<file path="config.mk">
export PLATFORM = sky130hd
export DESIGN_NAME = acc_seq_ctrl_flat
export DESIGN_NICKNAME = d
export VERILOG_FILES = /design/src/rtl/acc_pkg.sv /design/src/rtl/acc_seq_ctrl_if.sv /design/src/rtl/acc_seq_wdog.sv /design/src/rtl/acc_seq_ctrl.sv /design/src/flat_wrapper.sv
export SDC_FILE = /design/constraint.sdc
export NUM_CORES = 1
export LEC_CHECK = 0
export CELL_PAD_IN_SITES_DETAIL_PLACEMENT = 0
export CELL_PAD_IN_SITES_GLOBAL_PLACEMENT = 1
export CORE_ASPECT_RATIO = 1.5
export CORE_MARGIN = 5
export CORE_UTILIZATION = 30
export DETAILED_ROUTE_END_ITERATION = 8
export PLACE_DENSITY_LB_ADDON = 0.1
export SYNTH_ARGS = -nofsm -noshare
export SYNTH_HDL_FRONTEND = slang
export SYNTH_SLANG_ARGS = --single-unit
export TNS_END_PERCENT = 10
</file>
<file path="constraint.sdc">
create_clock -name clk -period 2.5 [get_ports clk]
set_input_delay 0.625 -clock clk [delete_from_list [all_inputs] [get_ports clk]]
set_output_delay 0.625 -clock clk [all_outputs]
set_load 0.02 [all_outputs]
</file>
<file path="src/rtl/acc_pkg.sv">
// acc_pkg: shared definitions for the accelerator job sequencer.
//   state_t          - 3-bit FSM state encoding (IDLE..DONE)
//   NUM_ROWS_DEF     - default rows issued per job
//   ROW_W_DEF        - default row index width
//   WDOG_CYCLES_DEF  - default watchdog limit per wait state
package acc_pkg;

    typedef enum logic [2:0] {
        ST_IDLE   = 3'd0,
        ST_LOAD_A = 3'd1,
        ST_LOAD_X = 3'd2,
        ST_ISSUE  = 3'd3,
        ST_DRAIN  = 3'd4,
        ST_DONE   = 3'd5
    } state_t;

    localparam int unsigned NUM_ROWS_DEF    = 4;
    localparam int unsigned ROW_W_DEF       = 2;
    localparam int unsigned WDOG_CYCLES_DEF = 255;

endpackage

</file>
<file path="src/rtl/acc_seq_ctrl_if.sv">
// acc_seq_ctrl_if: control bundle between the APB decode / buffers / ALU / wb
// and the job sequencer.
//   inputs to sequencer : start_i, abort_i, load_a_done_i, load_x_done_i, web_i
//   outputs of sequencer: load_a_en_o, load_x_en_o, alu_en_o, row_count_o,
//                         row_finish_o, busy_o, done_o, err_o
//   modport slave  - the sequencer side
//   modport master - the surrounding datapath / decode side
interface acc_seq_ctrl_if
    import acc_pkg::*;
#(
    parameter int unsigned ROW_W = ROW_W_DEF
) ();

    logic             start_i;
    logic             abort_i;
    logic             load_a_done_i;
    logic             load_x_done_i;
    logic             web_i;
    logic             load_a_en_o;
    logic             load_x_en_o;
    logic             alu_en_o;
    logic [ROW_W-1:0] row_count_o;
    logic             row_finish_o;
    logic             busy_o;
    logic             done_o;
    logic             err_o;

    modport slave (
        input  start_i, abort_i, load_a_done_i, load_x_done_i, web_i,
        output load_a_en_o, load_x_en_o, alu_en_o, row_count_o,
               row_finish_o, busy_o, done_o, err_o
    );

    modport master (
        output start_i, abort_i, load_a_done_i, load_x_done_i, web_i,
        input  load_a_en_o, load_x_en_o, alu_en_o, row_count_o,
               row_finish_o, busy_o, done_o, err_o
    );

endinterface

</file>
<file path="src/rtl/acc_seq_wdog.sv">
// acc_seq_wdog: timeout counter for the sequencer wait states.
//   clk    - gated accelerator clock
//   rst    - synchronous reset, active-high
//   clear  - restart the count (wait-state entry)
//   run    - count this cycle (sequencer is in a wait state)
//   expire - this is the LIMIT-th consecutive running cycle since clear
module acc_seq_wdog #(
    parameter int unsigned LIMIT = 255
) (
    input  logic clk,
    input  logic rst,
    input  logic clear,
    input  logic run,
    output logic expire
);

    localparam int unsigned CW = $clog2(LIMIT + 1);
    localparam logic [CW-1:0] LAST = CW'(LIMIT - 1);

    logic [CW-1:0] cnt;

    always_ff @(posedge clk) begin
        if (rst || clear) begin
            cnt <= '0;
        end else if (run && cnt != LAST) begin
            cnt <= cnt + CW'(1);
        end
    end

    // Independent of clear so the sequencer's next-state logic has no loop.
    assign expire = run && (cnt == LAST);

endmodule

</file>
<file path="src/rtl/acc_seq_ctrl.sv">
// acc_seq_ctrl: matrix-vector job sequencer (A-load, X-load, NUM_ROWS ALU
// issues, wait for all write-backs, done pulse). All outputs registered.
//   clk  - gated accelerator clock
//   rst  - synchronous reset, active-high
//   bus  - acc_seq_ctrl_if.slave: start/abort/done/web in, enables/status out
// Optional watchdog on LOAD_A/LOAD_X/DRAIN: define ACC_SEQ_WDOG_EN.
module acc_seq_ctrl
    import acc_pkg::*;
#(
    parameter int unsigned NUM_ROWS    = NUM_ROWS_DEF,
    parameter int unsigned ROW_W       = ROW_W_DEF,
    parameter int unsigned WDOG_CYCLES = WDOG_CYCLES_DEF
) (
    input  logic        clk,
    input  logic        rst,
    acc_seq_ctrl_if.slave bus
);

    if (NUM_ROWS < 2 || (1 << ROW_W) < NUM_ROWS || WDOG_CYCLES < 1) begin : g_param_check
        $error("acc_seq_ctrl: invalid NUM_ROWS/ROW_W/WDOG_CYCLES");
    end

    localparam logic [ROW_W-1:0] ROW_LAST = ROW_W'(NUM_ROWS - 1);
    localparam logic [ROW_W:0]   RES_FULL = (ROW_W + 1)'(NUM_ROWS);

    state_t           state, state_nx;
    logic [ROW_W-1:0] row, row_nx;
    logic [ROW_W:0]   res, res_nx;
    logic             err, err_nx;
    logic             wdog_expire;

    logic load_a_en, load_x_en, alu_en, row_finish, busy, done;

`ifdef ACC_SEQ_WDOG_EN
    logic in_wait, in_wait_nx, wdog_clear;

    assign in_wait    = state    inside {ST_LOAD_A, ST_LOAD_X, ST_DRAIN};
    assign in_wait_nx = state_nx inside {ST_LOAD_A, ST_LOAD_X, ST_DRAIN};
    assign wdog_clear = in_wait_nx && (state_nx != state);

    acc_seq_wdog #(.LIMIT(WDOG_CYCLES)) u_wdog (
        .clk    (clk),
        .rst    (rst),
        .clear  (wdog_clear),
        .run    (in_wait),
        .expire (wdog_expire)
    );
`else
    assign wdog_expire = 1'b0;
`endif

    always_comb begin
        state_nx = state;
        row_nx   = row;
        res_nx   = res;
        err_nx   = err;
        if (bus.abort_i) begin
            state_nx = ST_IDLE;
        end else begin
            // Result counter saturates; a strobe on the last ISSUE cycle is
            // already seen as ISSUE here, so the DRAIN-entry pulse counts.
            if ((state == ST_ISSUE || state == ST_DRAIN) && bus.web_i && res != RES_FULL) begin
                res_nx = res + (ROW_W + 1)'(1);
            end
            case (state)
                ST_IDLE: begin
                    if (bus.start_i) begin
                        state_nx = ST_LOAD_A;
                        row_nx   = '0;
                        res_nx   = '0;
                        err_nx   = 1'b0;
                    end
                end
                ST_LOAD_A: begin
                    if (wdog_expire) begin
                        state_nx = ST_IDLE;
                        err_nx   = 1'b1;
                    end else if (bus.load_a_done_i) begin
                        state_nx = ST_LOAD_X;
                    end
                end
                ST_LOAD_X: begin
                    if (wdog_expire) begin
                        state_nx = ST_IDLE;
                        err_nx   = 1'b1;
                    end else if (bus.load_x_done_i) begin
                        state_nx = ST_ISSUE;
                    end
                end
                ST_ISSUE: begin
                    if (row == ROW_LAST) begin
                        state_nx = ST_DRAIN;
                    end else begin
                        row_nx = row + ROW_W'(1);
                    end
                end
                ST_DRAIN: begin
                    if (wdog_expire) begin
                        state_nx = ST_IDLE;
                        err_nx   = 1'b1;
                    end else if (res_nx == RES_FULL) begin
                        state_nx = ST_DONE;
                    end
                end
                ST_DONE: state_nx = ST_IDLE;
                default: state_nx = ST_IDLE;
            endcase
        end
    end

    // Outputs are decoded from the next state and registered alongside it.
    always_ff @(posedge clk) begin
        if (rst) begin
            state      <= ST_IDLE;
            row        <= '0;
            res        <= '0;
            err        <= 1'b0;
            load_a_en  <= 1'b0;
            load_x_en  <= 1'b0;
            alu_en     <= 1'b0;
            row_finish <= 1'b0;
            busy       <= 1'b0;
            done       <= 1'b0;
        end else begin
            state      <= state_nx;
            row        <= row_nx;
            res        <= res_nx;
            err        <= err_nx;
            load_a_en  <= (state_nx == ST_LOAD_A);
            load_x_en  <= (state_nx == ST_LOAD_X);
            alu_en     <= (state_nx == ST_ISSUE);
            row_finish <= (state_nx == ST_ISSUE) && (row_nx == ROW_LAST);
            busy       <= (state_nx != ST_IDLE);
            done       <= (state_nx == ST_DONE);
        end
    end

    assign bus.load_a_en_o  = load_a_en;
    assign bus.load_x_en_o  = load_x_en;
    assign bus.alu_en_o     = alu_en;
    assign bus.row_count_o  = row;
    assign bus.row_finish_o = row_finish;
    assign bus.busy_o       = busy;
    assign bus.done_o       = done;
    assign bus.err_o        = err;

endmodule

</file>
<file path="src/flat_wrapper.sv">
// flat-port wrapper written by rule: the top's interface ports become plain ports
module acc_seq_ctrl_flat import acc_pkg::*;
#(
    parameter int unsigned NUM_ROWS    = NUM_ROWS_DEF,
    parameter int unsigned ROW_W       = ROW_W_DEF,
    parameter int unsigned WDOG_CYCLES = WDOG_CYCLES_DEF
)
  (clk, rst, bus_start_i, bus_abort_i, bus_load_a_done_i, bus_load_x_done_i, bus_web_i, bus_load_a_en_o, bus_load_x_en_o, bus_alu_en_o, bus_row_count_o, bus_row_finish_o, bus_busy_o, bus_done_o, bus_err_o);
  acc_seq_ctrl_if #(.ROW_W(ROW_W)) bus_i ();
  input  logic clk;
  input  logic rst;
  input wire logic [$bits(bus_i.start_i)-1:0] bus_start_i;
  input wire logic [$bits(bus_i.abort_i)-1:0] bus_abort_i;
  input wire logic [$bits(bus_i.load_a_done_i)-1:0] bus_load_a_done_i;
  input wire logic [$bits(bus_i.load_x_done_i)-1:0] bus_load_x_done_i;
  input wire logic [$bits(bus_i.web_i)-1:0] bus_web_i;
  output wire logic [$bits(bus_i.load_a_en_o)-1:0] bus_load_a_en_o;
  output wire logic [$bits(bus_i.load_x_en_o)-1:0] bus_load_x_en_o;
  output wire logic [$bits(bus_i.alu_en_o)-1:0] bus_alu_en_o;
  output wire logic [$bits(bus_i.row_count_o)-1:0] bus_row_count_o;
  output wire logic [$bits(bus_i.row_finish_o)-1:0] bus_row_finish_o;
  output wire logic [$bits(bus_i.busy_o)-1:0] bus_busy_o;
  output wire logic [$bits(bus_i.done_o)-1:0] bus_done_o;
  output wire logic [$bits(bus_i.err_o)-1:0] bus_err_o;
  assign bus_i.start_i = bus_start_i;
  assign bus_i.abort_i = bus_abort_i;
  assign bus_i.load_a_done_i = bus_load_a_done_i;
  assign bus_i.load_x_done_i = bus_load_x_done_i;
  assign bus_i.web_i = bus_web_i;
  assign bus_load_a_en_o = bus_i.load_a_en_o;
  assign bus_load_x_en_o = bus_i.load_x_en_o;
  assign bus_alu_en_o = bus_i.alu_en_o;
  assign bus_row_count_o = bus_i.row_count_o;
  assign bus_row_finish_o = bus_i.row_finish_o;
  assign bus_busy_o = bus_i.busy_o;
  assign bus_done_o = bus_i.done_o;
  assign bus_err_o = bus_i.err_o;
  acc_seq_ctrl #(.NUM_ROWS(NUM_ROWS), .ROW_W(ROW_W), .WDOG_CYCLES(WDOG_CYCLES)) u_core (.clk(clk), .rst(rst), .bus(bus_i));
endmodule
</file>
Word-level counts from Yosys, hierarchy flattened:

Cells that the tools add are included.

* $add $sub $neg: 2
* reductions and logical operators: 6
* eq/ne operators: 12
* multiplexer cells: 15

Operator list (number)
* $mux W3: 10
* $pmux W3 S5: 1
* $eq A3 B2 Y1 const B: 4
* $eq A3 B3 Y1 const B: 3
* $eq A3 B1 Y1 const B: 2
* $mux W2: 3
* $eq A2 B2 Y1 const B: 2
* $pmux W2 S2: 1
* $add A3 B1 Y3 const B: 1
* $logic_and A1 B1 Y1: 3
* $logic_not A3 Y1: 1
* $ne A3 B3 Y1 const B: 1
* $reduce_bool A3 Y1: 1
* $add A2 B1 Y2 const B: 1
* $logic_or A1 B1 Y1: 1

* bits in registers: 14
* input bits: 7
* output and inout port bits: 9

Logic depth before layout (Yosys ltp):

* word-level depth: 12
* gate-level depth with buffers: 6

Least setup slack after synthesis:

No wires, ideal clock.

* kind: register to register
* from: register u_core.res[0]
* to: register u_core.res[2]
* arrival: 1557 ps
* path buffers: 0
* clock period less this slack: 1632 ps
* stages on the path, launching flop included: 7
* library setup time: 74 ps
* required time: 2426 ps
* slack: 868 ps
* cell sequence: dfxtp_1 > inv_1 > ha_1 > a21boi_4 > o211ai_4 > or4_1 > a31oi_1

* cells in the longest elaborated chain, start to end: 6

Ends and longest elaborated chain
* start, declared: RTL line acc_seq_ctrl.sv:28 `logic [ROW_W:0] res, res_nx;`
* start signal, assigned: RTL line acc_seq_ctrl.sv:127 `res <= res_nx;`
* parallel branches: the longest is 2 deep, another holds $add A3 B1 Y3
* $mux W3 (*): RTL line acc_seq_ctrl.sv:62 `if ((state == ST_ISSUE || state == ST_DRAIN) && bus.web_i && res != RES_FULL) begin`
* $mux W3 (*): RTL line acc_seq_ctrl.sv:57 `if (bus.abort_i) begin`
* $mux W3: RTL line acc_seq_ctrl.sv:67 `if (bus.start_i) begin`
* $mux W3 (*): RTL line acc_seq_ctrl.sv:65 `case (state)`

Mark *: on every way between the ends. The select of a mux whose other input is x is not followed.
A chain may end at the register's enable or synchronous reset.

Worst setup path after layout:

* from: register u_core.row[0] (netlist: u_core.bus.row_count_o[0])
* to: output bus_row_count_o[0]

RTL lines
* start, declared: RTL line acc_seq_ctrl.sv:27 `logic [ROW_W-1:0] row, row_nx;`
* start signal, assigned: RTL line acc_seq_ctrl.sv:126 `row <= row_nx;`
* end, declared: RTL line flat_wrapper.sv:20 `output wire logic [$bits(bus_i.row_count_o)-1:0] bus_row_count_o;`

No word-level cell between the ends.

==> results_dict.tcl <==
set metrics [dict create \
    core_area_sq_um 2650 \
    p_leak_nw 0.354 \
    pin_count 16 \
    initial_core_util_pct 30.6 \
    routed_wl_mm 1.82 \
    final_area_sq_um 1020 \
    cp_top_family "buffers and inverters" \
    status "completed" \
    num_rows 23 \
    finalCritPeriodShare_pct 80.1 \
    path_buf_inv 1 \
    clock_sinks 14 \
    crit_required_ns 1.88 \
    fin_total_pwr_w 0.000468 \
    synth.most_common_cell "dfxtp_1" \
    syn2layout_area_growth_pct 26.2 \
    setup-violations-final 0 \
    via_count 685 \
    worst_slack_ns 0.497 \
    clkTransAtPathRegs_ns 0.06 \
    cap_violations 0 \
    netlist_area_sq_um 811 \
    synth_area_leader_cell "dfxtp_1" \
    ir_drop_uv 285 \
    dp_slack_ns 0.324 \
    track_usage_pct 9.93 \
    grt_pass1_vias 662 \
    reg2reg_slack_ns 0.71 \
    synth_top_area_share_pct 34.6 \
    finClkSkew_ns 0.00371 \
    critPathMaxStageDelay_ns 0.66 \
    fill_cells 294 \
    drive_gt1_share_pct 11.8 \
    gp_congestion 0.745 \
    numCtsBuffers 3 \
    synth-edff-count 0 \
    yosys_warnings 0 \
    drtAntennaViolNets 0 \
    grt_overflow_total 0 \
    htreeDepth 1 \
    cellPowerDensity_nw_per_um2 457 \
    crit_path_cell_trace "clkdlybuf4s50_1" \
    fp.dieArea_sq_um 3860 \
    die-height_um 73.7 \
    synthFlopType "dfxtp_1" \
    postCtsSetupBuffers 0 \
    cts_tree "yes" \
    cts_root_buffer "clkbuf_8" \
    max_freq_mhz 499 \
    grt_max_degree 15 \
    critical_path_class "reg -> out" \
    portBuffers 14 \
    syn-num-nets 97 \
    synth_commonest_cells "dfxtp_1 (14), nand2_1 (6)" \
    antenna_found_initial 0 \
    slew_viol_final 0 \
    critPathMaxFanout 9 \
    hold_viol 0 \
    dieWidth_um 52.4 \
    grt_pass1_wl_mm 2.97 \
    synthCells 88 \
    wl_per_cell_um 13.1 \
    antenna_cells 0 \
    clk_path_buf_depth 2 \
    vias_per_cell 4.93 \
    dp_hpwl_mm 1.38 \
    worstPathArrival_ns 1.38 \
    dpl_cell_area_sq_um 982 \
    synth_seq_cells 14 \
    worstSetupEndpointType "output pin" \
    first_pass_iters 4 \
    clock_latency_ns 0.24 \
    ctsResizeCount 0 \
    synth-async-reset-ratio_pct 0 \
    rsz0062_at_grt "no" \
    fin_crit_ns 2.00 \
    synthTopCellsByArea "dfxtp_1 (35%), a2111oi_2 (3.7%), mux4_1 (3.2%)" \
    drc_errors 0 \
    cp_slowest_cell "clkdlybuf4s50_1" \
    yosysUniqueCellTypes 37 \
    worst_hold_path_type "reg -> reg" \
    crit_path_start_kind "register" \
    fin_setup_tns_ns 0 \
    first_iter_violations 9 \
    cts_hold_buf 0 \
    layout.nets 113 \
    syn_avg_cell_area_sq_um 9.21 \
    synth_seq_area_share_pct 34.6 \
]
==> layer usage <==
metal,vias up,GRT usage (%),part of all wire (%)
li1,350,-,-
met1,320,12.1,46
met2,13,17.5,50
met3,2,1.83,2.6
met4,0,2.56,0.93
met5,-,0,0
==> final timing paths <==
path                        end  cells past startpoint                      start
max          bus_row_count_o[0]                      1  u_core.bus.row_count_o[0]
min               u_core.res[1]                      2              u_core.res[1]
max reg2reg       u_core.res[2]                      4            u_core.state[2]
min reg2reg       u_core.res[1]                      2              u_core.res[1]
==> layout by cell type (no fill, tap or decap), types with 3 or more instances in the layout <==
master / instances
o21ai_0: 5
inv_1: 5
a21oi_1: 5
clkbuf_8: 3
nand2_1: 6
clkdlybuf4s50_1: 14
nor3_1: 3
nor2_1: 5
nor2b_1: 3
buf_4: 3
dfxtp_1: 14
==> sequential cells by signal, indices dropped and copies added (netlist names) <==
name                     count
u_core.bus.row_count_o       2
u_core.bus.busy_o            1
u_core.bus.row_finish_o      1
u_core.state                 3
u_core.bus.load_a_en_o       1
u_core.bus.load_x_en_o       1
u_core.bus.done_o            1
u_core.res                   3
u_core.bus.alu_en_o          1
==> cells by family after synthesis <==
logic type               count (synthesis)  share of synthesized area [%]
AO/OA/AOI/OAI                           23                           23.1
XOR/XNOR                                 1                           1.08
adder cells (fa/ha/maj)                  2                           3.09
buffers and inverters                   11                           6.94
flip-flops                              14                           34.6
multiplexers                             3                           5.71
other                                    1                          0.463
AND/OR/NAND/NOR                         33                           25.0
==> layout make-up <==
| class | instances | area [sq um] | share of cell area (%) |
|---|---|---|---|
| clock buffer | 3 | 41.3 | 4.03 |
| inverter | 5 | 18.8 | 1.83 |
| multi-input combinational | 63 | 474 | 46.3 |
| sequential | 14 | 280 | 27.4 |
| tap | 37 | 46.3 | 4.52 |
| timing repair buffer | 17 | 163 | 15.9 |
==> power by group <==
part	switching, W	internal, W
Clock	0.0000805	0.000107
Combinational	0.0000247	0.0000257
Sequential	0.00000405	0.000226
Total	0.000109	0.000358
==> metrics by stage <==
stage | util [%] | std cells | hold slack, ns
after global placement | 37.1 | 136 | 0.531
final | 38.7 | 139 | 0.540
after global routing | 38.7 | 139 | 0.589
after CTS | 38.7 | 139 | 0.545
after detailed placement | 37.1 | 136 | 0.536
after floorplan | - | 88 | 0.495
Note: power is estimated with default switching activity, not from simulation.
